File: src/rtl/muldiv_pkg.sv
// Shared types and constants for the iterative multiply/divide unit.
package muldiv_pkg;

  localparam int ITER = 32;
  localparam int CW = $clog2(ITER);
  localparam logic [31:0] DIV0_LO = 32'hFFFF_FFFF;

  typedef enum logic [1:0] {
    OP_MULTU = 2'b00,
    OP_MULT  = 2'b01,
    OP_DIVU  = 2'b10,
    OP_DIV   = 2'b11
  } op_t;

  typedef enum logic [1:0] {
    S_IDLE = 2'b00,
    S_RUN  = 2'b01,
    S_DONE = 2'b10
  } state_t;

  typedef struct packed {
    logic is_div;
    logic neg_res;
    logic neg_rem;
  } ctx_t;

endpackage

File: src/rtl/muldiv_sign_fix.sv
// Magnitude extraction on entry and result negation for signed ops.
// Only compiled into muldiv_unit when MULDIV_SIGNED_EN is defined.
module muldiv_sign_fix
  import muldiv_pkg::*;
(
  input  logic        sgn,
  input  logic [31:0] a,
  input  logic [31:0] b,
  output logic [31:0] ma,
  output logic [31:0] mb,
  output logic        nres,
  output logic        nrem,
  input  ctx_t        ctx,
  input  logic [63:0] raw,
  output logic [63:0] fixed
);

  logic [31:0] q;
  logic [31:0] r;

  assign ma   = (sgn && a[31]) ? -a : a;
  assign mb   = (sgn && b[31]) ? -b : b;
  assign nres = sgn && (a[31] ^ b[31]);
  assign nrem = sgn && a[31];

  // divide: remainder in upper half, quotient in lower half
  assign q = ctx.neg_res ? -raw[31:0] : raw[31:0];
  assign r = ctx.neg_rem ? -raw[63:32] : raw[63:32];

  assign fixed = ctx.is_div ? {r, q}
               : (ctx.neg_res ? -raw : raw);

endmodule

File: src/rtl/muldiv_unit.sv
// Iterative 32-bit MULT/MULTU/DIV/DIVU with HI/LO result registers.
// Signed ops enabled by defining MULDIV_SIGNED_EN.
module muldiv_unit
  import muldiv_pkg::*;
(
  input  logic        clk,
  input  logic        rst,
  input  logic        start,
  input  logic [1:0]  op,
  input  logic [31:0] a,
  input  logic [31:0] b,
  input  logic        hi_we,
  input  logic        lo_we,
  input  logic [31:0] wd,
  output logic        busy,
  output logic        done,
  output logic [31:0] hi,
  output logic [31:0] lo
);

  localparam logic [CW-1:0] LAST = CW'(ITER - 1);

  state_t        state;
  state_t        state_nxt;
  logic [CW-1:0] cnt;
  logic [63:0]   acc;
  logic [63:0]   acc_nxt;
  logic [31:0]   mcand;
  ctx_t          ctx;

  logic          is_div_in;
  logic          div0;
  logic [31:0]   ma;
  logic [31:0]   mb;
  logic          nres;
  logic          nrem;
  logic [63:0]   res;

  logic [32:0]   sum;
  logic [32:0]   shl;
  logic [33:0]   trial;
  logic          unused_ok;

  assign is_div_in = (op == OP_DIVU) || (op == OP_DIV);
  assign div0      = is_div_in && (b == 32'd0);

`ifdef MULDIV_SIGNED_EN
  muldiv_sign_fix u_sign_fix (
    .sgn   (op[0]),
    .a     (a),
    .b     (b),
    .ma    (ma),
    .mb    (mb),
    .nres  (nres),
    .nrem  (nrem),
    .ctx   (ctx),
    .raw   (acc_nxt),
    .fixed (res)
  );
`else
  assign ma   = a;
  assign mb   = b;
  assign nres = 1'b0;
  assign nrem = 1'b0;
  assign res  = acc_nxt;
`endif

  assign unused_ok = ^{op[0], trial[32], ctx.neg_res, ctx.neg_rem};

  // acc holds {product} for multiply, {remainder, quotient} for divide
  always_comb begin
    sum   = {1'b0, acc[63:32]} + (acc[0] ? {1'b0, mcand} : 33'd0);
    shl   = {acc[63:32], acc[31]};
    trial = {1'b0, shl} - {2'b00, mcand};
    if (ctx.is_div) begin
      if (trial[33])
        acc_nxt = {shl[31:0], acc[30:0], 1'b0};
      else
        acc_nxt = {trial[31:0], acc[30:0], 1'b1};
    end else begin
      acc_nxt = {sum, acc[31:1]};
    end
  end

  always_comb begin
    state_nxt = state;
    unique case (state)
      S_IDLE: if (start) state_nxt = div0 ? S_DONE : S_RUN;
      S_RUN:  if (cnt == LAST) state_nxt = S_DONE;
      S_DONE: state_nxt = S_IDLE;
      default: state_nxt = S_IDLE;
    endcase
  end

  always_ff @(posedge clk) begin
    if (rst) begin
      state <= S_IDLE;
      cnt   <= '0;
      acc   <= '0;
      mcand <= '0;
      ctx   <= '0;
      hi    <= '0;
      lo    <= '0;
    end else begin
      state <= state_nxt;
      unique case (state)
        S_IDLE: begin
          if (start) begin
            cnt   <= '0;
            ctx   <= '{is_div: is_div_in, neg_res: nres, neg_rem: nrem};
            acc   <= {32'd0, is_div_in ? ma : mb};
            mcand <= is_div_in ? mb : ma;
            if (div0) begin
              hi <= a;
              lo <= DIV0_LO;
            end
          end else begin
            if (hi_we) hi <= wd;
            if (lo_we) lo <= wd;
          end
        end
        S_RUN: begin
          acc <= acc_nxt;
          cnt <= cnt + 1'b1;
          if (cnt == LAST) begin
            hi <= res[63:32];
            lo <= res[31:0];
          end
        end
        default: ;
      endcase
    end
  end

  assign busy = (state != S_IDLE);
  assign done = (state == S_DONE);

endmodule
File: config.mk
export PLATFORM = sky130hd
export DESIGN_NAME = muldiv_unit
export DESIGN_NICKNAME = d
export VERILOG_FILES = /design/src/rtl/muldiv_pkg.sv /design/src/rtl/muldiv_sign_fix.sv /design/src/rtl/muldiv_unit.sv
export SDC_FILE = /design/constraint.sdc
export NUM_CORES = 1
export LEC_CHECK = 0
export ABC_AREA = 1
export CAP_MARGIN = 20
export CORE_UTILIZATION = 59
export CTS_BUF_LIST = sky130_fd_sc_hd__clkbuf_4
export DETAILED_ROUTE_END_ITERATION = 10
export GPL_TIMING_DRIVEN = 1
export PLACE_DENSITY = 0.84
export SLEW_MARGIN = 15
export SYNTH_ARGS = -nofsm -noshare
export SYNTH_HDL_FRONTEND = slang
export SYNTH_SLANG_ARGS = --single-unit
File: constraint.sdc
create_clock -name clk -period 3.39 [get_ports clk]
set_clock_uncertainty 0.1 [all_clocks]
set_input_delay 1.017 -clock clk [delete_from_list [all_inputs] [get_ports clk]]
set_output_delay 1.017 -clock clk [all_outputs]
set_load 0.005 [all_outputs]
Word-level counts from Yosys, hierarchy flattened
Cells that the tools add are included. Widths: inputs -> output; s select.

Flip-flop bits (word level): 168. Bits of input ports: 103. Output and inout port bits: 66. Word-level logic and storage cells: 54.

$add $sub $neg: 3. Equality and inequality tests: 10. Mux-type cells: 23. Reductions and logical operators: 11.

Operator list (number): $mux 32 (11); $mux 64 (3); $pmux 32 s2 (2); $pmux 64 s2 (1); $sub 33x32->34 (1); $add 32x32->33 (1); $logic_not 32->1 (1); $pmux 5 s2 (1); $ne 3x3->1 const B (3); $reduce_and 4->1 (2); $eq 2x2->1 const B (3); $mux 2 (3); $reduce_and 2->1 (3); $add 5x1->5 const B (1); $eq 5x5->1 const B (1); $mux 5 (1); $ne 2x2->1 const B (2); $pmux 2 s2 (1); $reduce_bool 2->1 (2); $eq 2x1->1 const B (1); $logic_not 2->1 (1); $logic_and 1x1->1 (1); $logic_or 1x1->1 (1).

Depth between registers and ports, before layout
Word-level depth: 6. Mapped depth: 20.

Worst setup path before layout
Ideal clock, no wire load.

Kind: flip-flop to flip-flop. Start: reg acc[0]. End: reg acc[43]. Setup time: 132 ps. Arrival time: 2294 ps. Required time: 3158 ps. Path slack: 864 ps. Cell stages (with the launch flop): 14. Period minus slack after synthesis: 2526 ps. Cell sequence: dfxtp_1 > clkbuf_1 > clkbuf_1 > nand2_1 > inv_1 > ha_1 > a21oi_1 > nor2_1 > o21ai_0 > nand3_1 > xor2_1 > or2_2 > nand3_1 > a21oi_1.

Cells in the longest elaborated chain, start to end: 4.

Ends and longest elaborated chain: from (decl) (RTL line muldiv_unit.sv:26) `logic [63:0] acc;`; from (signal assigned) (RTL line muldiv_unit.sv:111) `acc <= {32'd0, is_div_in ? ma : mb};`; from (signal assigned) (RTL line muldiv_unit.sv:123) `acc <= acc_nxt;`; $mux 32 (RTL line muldiv_unit.sv:72) `sum = {1'b0, acc[63:32]} + (acc[0] ? {1'b0, mcand} : 33'd0);`; $add 32x32->33 (RTL line muldiv_unit.sv:72); $mux 64 (RTL line muldiv_unit.sv:75) `if (ctx.is_div) begin`; $pmux 64 s2 (RTL line muldiv_unit.sv:106) `unique case (state)`.

No other way between the ends. A chain may end at the register's enable or synchronous reset.

Worst setup path after layout
Start: reg acc[0]. End: reg hi[28].

Cells in the longest elaborated chain, start to end: 5.

Ends and longest elaborated chain: $mux 32 (RTL line muldiv_unit.sv:72); $add 32x32->33 (RTL line muldiv_unit.sv:72); $mux 64 (RTL line muldiv_unit.sv:75); $mux 32 (RTL line muldiv_unit.sv:125) `if (cnt == LAST) begin`; $pmux 32 s2 (RTL line muldiv_unit.sv:106); to (signal assigned) (RTL line muldiv_unit.sv:118) `if (hi_we) hi <= wd;`; to (signal assigned) (RTL line muldiv_unit.sv:126) `hi <= res[63:32];`; to (decl) (RTL line muldiv_unit.sv:17) `output logic [31:0] hi,`.

No other way between the ends. The select of a mux whose other input is x is not followed.

==> summary.txt <==
Routing
  – Detailed Route Iter0 Violations: 1,957
  – Routed wire length: 47.7 mm
  – DRC: 0
  – Number of nets still failing antenna checks after routing: 0
  – Detailed-route wire length per cell: 17.4 um
  – Average vias per placed instance: 5.76
  – Total via count in the routed design: 15,800
  – Number of optimization iterations in the first detailed-route pass: 6

Timing
  – Transition time of the tightest slew-check pin: 0.777 ns
  – Final hold viol count: 0
  – Sum of negative setup slack: 0 ns
  – Final-report max-slew violation count: 0
  – Final worst path period need: 3.16 ns
  – Worst hold margin: 0.357 ns
  – Maximum achievable frequency: 0.316 GHz
  – Normalized max-slew margin: 0.482
  – Share of the clock period used by the worst path: 0.933
  – Final worst slack: 0.227 ns
  – Unrepaired setup endpoints after global routing: no
  – Setup violators final: 0

Worst setup path
  – Startpoint of the lowest-slack register-to-register path: acc[0]$_SDFFE_PP0P_
  – Worst Reg-to-Reg Cells: 16
  – Endpoint of the lowest-slack register-to-register path: hi[28]$_SDFFE_PP0P_
  – Arrival time at the worst endpoint: 3.53 ns
  – Startpoint Class: flip-flop
  – Endpoint required time on the critical path: 3.76 ns
  – Worst reg2reg setup slack: 0.23 ns
  – Maximum fanout count along the critical path: 18
  – Crit path kind: reg -> reg
  – Capturing element type of the critical path: flip-flop

Synthesis
  – Area contributors post-synth: sky130_fd_sc_hd__dfxtp_1 25%, sky130_fd_sc_hd__nand2_1 18%, sky130_fd_sc_hd__inv_1 11%
  – Yosys warnings: 0
  – Share of the synthesized area in the top cell type: 0.247
  – Synth Area per Inst: 5.84 um2
  – Ys async rst share: 0
  – Synth Instances: 2,332
  – Post-Syn Nets: 2,503
  – Flops & latches, synth: 168
  – Dominant register cell in the synthesized netlist: sky130_fd_sc_hd__dfxtp_1
  – Post-Synthesis Cell Area: 13,600 um2
  – Number of distinct library cells after synthesis: 46
  – Sequential-to-total area share from yosys stat: 0.247
  – Number of enable-type register cells in the synthesized netlist: 0
  – Largest area contributor in the netlist: sky130_fd_sc_hd__dfxtp_1

Layout
  – Most frequent cells in the layout: 666 x sky130_fd_sc_hd__nand2_1, 382 x sky130_fd_sc_hd__inv_1, 211 x sky130_fd_sc_hd__a21oi_1, 177 x sky130_fd_sc_hd__nor2_1
  – Area of all placed cells without fillers: 15,800 um2
  – Area overhead of the layout relative to synthesis: 16.3%
  – Most frequent standard cell in the layout excluding fill and tap cells: sky130_fd_sc_hd__nand2_1
  – Ratio of cells with drive above 1 in the final layout: 0.0471
  – Nets: 2,620
  – Filler Cells Inserted: 2,038
  – Core utilization of the finished layout: 0.700

Place
  – Placed cell areas: 15,500 um2
  – Gp weighted congestion: 1.01
  – Worst slack at placement: 0.153 ns
  – Count of input and output buffers: 167
  – Post-DP HPWL: 37.1 mm

CTS
  – CTS H-tree depth: 4
  – CTS sink count: 168
  – Resize count post-CTS: 0
  – Number of buffers added to fix hold violations after cts: 0
  – Worst-path clk slew: 0.15 ns
  – Clock insertion delay at the later pin of the skew report: 0.59 ns
  – Setup Buffers After CTS: 0
  – Clock root buffer master: sky130_fd_sc_hd__clkbuf_4
  – CTS tree: done
  – Max Root-Sink Buffers: 2
  – Number of clock buffers inserted by TritonCTS: 17

Power and ir drop
  – Cell-internal power: 3.62 mW
  – Switching power total: 2.61 mW
  – Leakage power: 7.91 nW
  – Part of the power in registers: 0.384
  – Peak VDD IR: 0.305 mV
  – Logic gate share of total power: 0.411
  – Power Dens Cells: 394 nW/um2
  – Switching power as a share of total power: 0.419
  – Clk pwr share: 0.205

GRT
  – Wire length of the first global-routing pass: 73.8 mm
  – Global routing usage summed across all routing layers: 0.398
  – Maximum number of pins on one net before global-route repair: 81
  – Grt ovf: 0
  – Number of global-route vias before repair: 14,000
  – Antenna violations before repair: 1

Flow run
  – Number of max-cap violations: 0

Run status
  – Result of the run: finished clean

Die
  – Width of the chip: 154 um
  – Core Footprint: 22,600 um2
  – Num ports: 169
  – Die Span Y: 154 um
  – Area enclosed by the die boundary: 23,700 um2
  – Rows: 55
  – Starting density of the core: 0.601

Min path
  – Hold EP: lo[28]$_SDFFE_PP0P_
  – Min-Delay Path Class: reg -> reg
  – Hold Startpoint: lo[28]$_SDFFE_PP0P_
  – Cell count of the worst hold path: 2
[routing by layer]
metal  up-vias  global-route usage  part of all wire
li1       7722                   -                 -
met1      7123               0.544              0.42
met2       894               0.648              0.45
met3        99              0.0479              0.10
met4         0               0.137             0.030
met5         -                   0                 0
[cells in the mapped netlist, types with 2 or more instances]
| library cell | count |
|---|---|
| sky130_fd_sc_hd__or2_2 | 2 |
| sky130_fd_sc_hd__fa_1 | 2 |
| sky130_fd_sc_hd__nor4_1 | 6 |
| sky130_fd_sc_hd__xor2_1 | 9 |
| sky130_fd_sc_hd__buf_1 | 9 |
| sky130_fd_sc_hd__o21ai_0 | 147 |
| sky130_fd_sc_hd__nand2_4 | 2 |
| sky130_fd_sc_hd__a21oi_2 | 5 |
| sky130_fd_sc_hd__nor3_1 | 14 |
| sky130_fd_sc_hd__ha_1 | 66 |
| sky130_fd_sc_hd__nor2_1 | 178 |
| sky130_fd_sc_hd__buf_2 | 11 |
| sky130_fd_sc_hd__nand2_1 | 667 |
| sky130_fd_sc_hd__clkbuf_1 | 78 |
| sky130_fd_sc_hd__a21o_1 | 4 |
| sky130_fd_sc_hd__inv_1 | 383 |
| sky130_fd_sc_hd__a21oi_1 | 211 |
| sky130_fd_sc_hd__inv_2 | 14 |
| sky130_fd_sc_hd__nand4_1 | 17 |
| sky130_fd_sc_hd__a31oi_1 | 31 |
| sky130_fd_sc_hd__dfxtp_1 | 168 |
| sky130_fd_sc_hd__nand3_2 | 3 |
| sky130_fd_sc_hd__o21ai_1 | 24 |
| sky130_fd_sc_hd__o21bai_1 | 7 |
| sky130_fd_sc_hd__buf_6 | 4 |
| sky130_fd_sc_hd__nand3b_1 | 10 |
| sky130_fd_sc_hd__xnor2_1 | 13 |
| sky130_fd_sc_hd__nand3_1 | 159 |
| sky130_fd_sc_hd__nand2_2 | 8 |
| sky130_fd_sc_hd__o211ai_1 | 63 |
| sky130_fd_sc_hd__nor2_2 | 2 |
[metrics by stage]
step                      total power [mW]  cells
after detailed placement              4.92   2715
after global placement                4.86   2715
after global routing                  6.58   2748
final                                 6.24   2748
after floorplan                       4.00   2332
after CTS                             6.19   2747
[worst max path at each step]
stage	slack (ns)	to	startpoint
global route	0.05	acc[59]$_SDFFE_PP0P_	acc[0]$_SDFFE_PP0P_
detailed placement	0.15	lo[27]$_SDFFE_PP0P_	b[17]
floorplan	0.86	acc[43]$_SDFFE_PP0P_	acc[0]$_SDFFE_PP0P_
CTS	0.33	hi[28]$_SDFFE_PP0P_	acc[0]$_SDFFE_PP0P_
finish	0.23	hi[28]$_SDFFE_PP0P_	acc[0]$_SDFFE_PP0P_
global placement	0.22	hi[9]$_SDFFE_PP0P_	b[17]
[flip-flops by register name, indices dropped and copies added (netlist names)]
name	count
hi	32
lo	32
ctx	1
mcand	32
state	2
acc	64
cnt	5
[cell type report]
cell class,count,area [um2],share of cell area
multi-input combinational,1661,8310,0.524
sequential,168,3360,0.212
timing repair buffer,202,2010,0.127
inverter,399,1500,0.0948
tap,285,357,0.0225
clock inverter,15,170,0.0107
clock buffer,17,128,0.00806
antenna,1,2.50,0.000158
[worst max-delay path: stages, from the launching register on]
cell	delay (ns)
sky130_fd_sc_hd__dfxtp_1	0.79
sky130_fd_sc_hd__buf_12	0.24
sky130_fd_sc_hd__nand2_1	0.06
sky130_fd_sc_hd__inv_1	0.06
sky130_fd_sc_hd__ha_1	0.28
sky130_fd_sc_hd__a21oi_1	0.25
sky130_fd_sc_hd__inv_1	0.11
sky130_fd_sc_hd__nor2_1	0.10
sky130_fd_sc_hd__o21ai_0	0.15
sky130_fd_sc_hd__a21oi_1	0.29
sky130_fd_sc_hd__nand2_1	0.11
sky130_fd_sc_hd__nand2_1	0.07
sky130_fd_sc_hd__nand3_1	0.06
sky130_fd_sc_hd__nand2_1	0.07
sky130_fd_sc_hd__inv_1	0.05
sky130_fd_sc_hd__nand2_1	0.14
sky130_fd_sc_hd__a21oi_1	0.08
[power by group through the flow]
stage / Sequential, mW / Clock, mW / Combinational, mW
finish: 2.40 / 1.28 / 2.56
global route: 2.41 / 1.36 / 2.81
CTS: 2.38 / 1.29 / 2.51
detailed placement: 2.42 / 0 / 2.50
global placement: 2.42 / 0 / 2.44
floorplan: 2.36 / 0 / 1.64
[logic make-up after synthesis]
| group | share of synthesized area |
|---|---|
| XOR/XNOR | 0.0142 |
| AND/OR/NAND/NOR | 0.331 |
| adder cells (fa/ha/maj) | 0.0636 |
| buffers and inverters | 0.144 |
| flip-flops | 0.247 |
| AO/OA/AOI/OAI | 0.200 |
(Power assumes the default switching activity.)
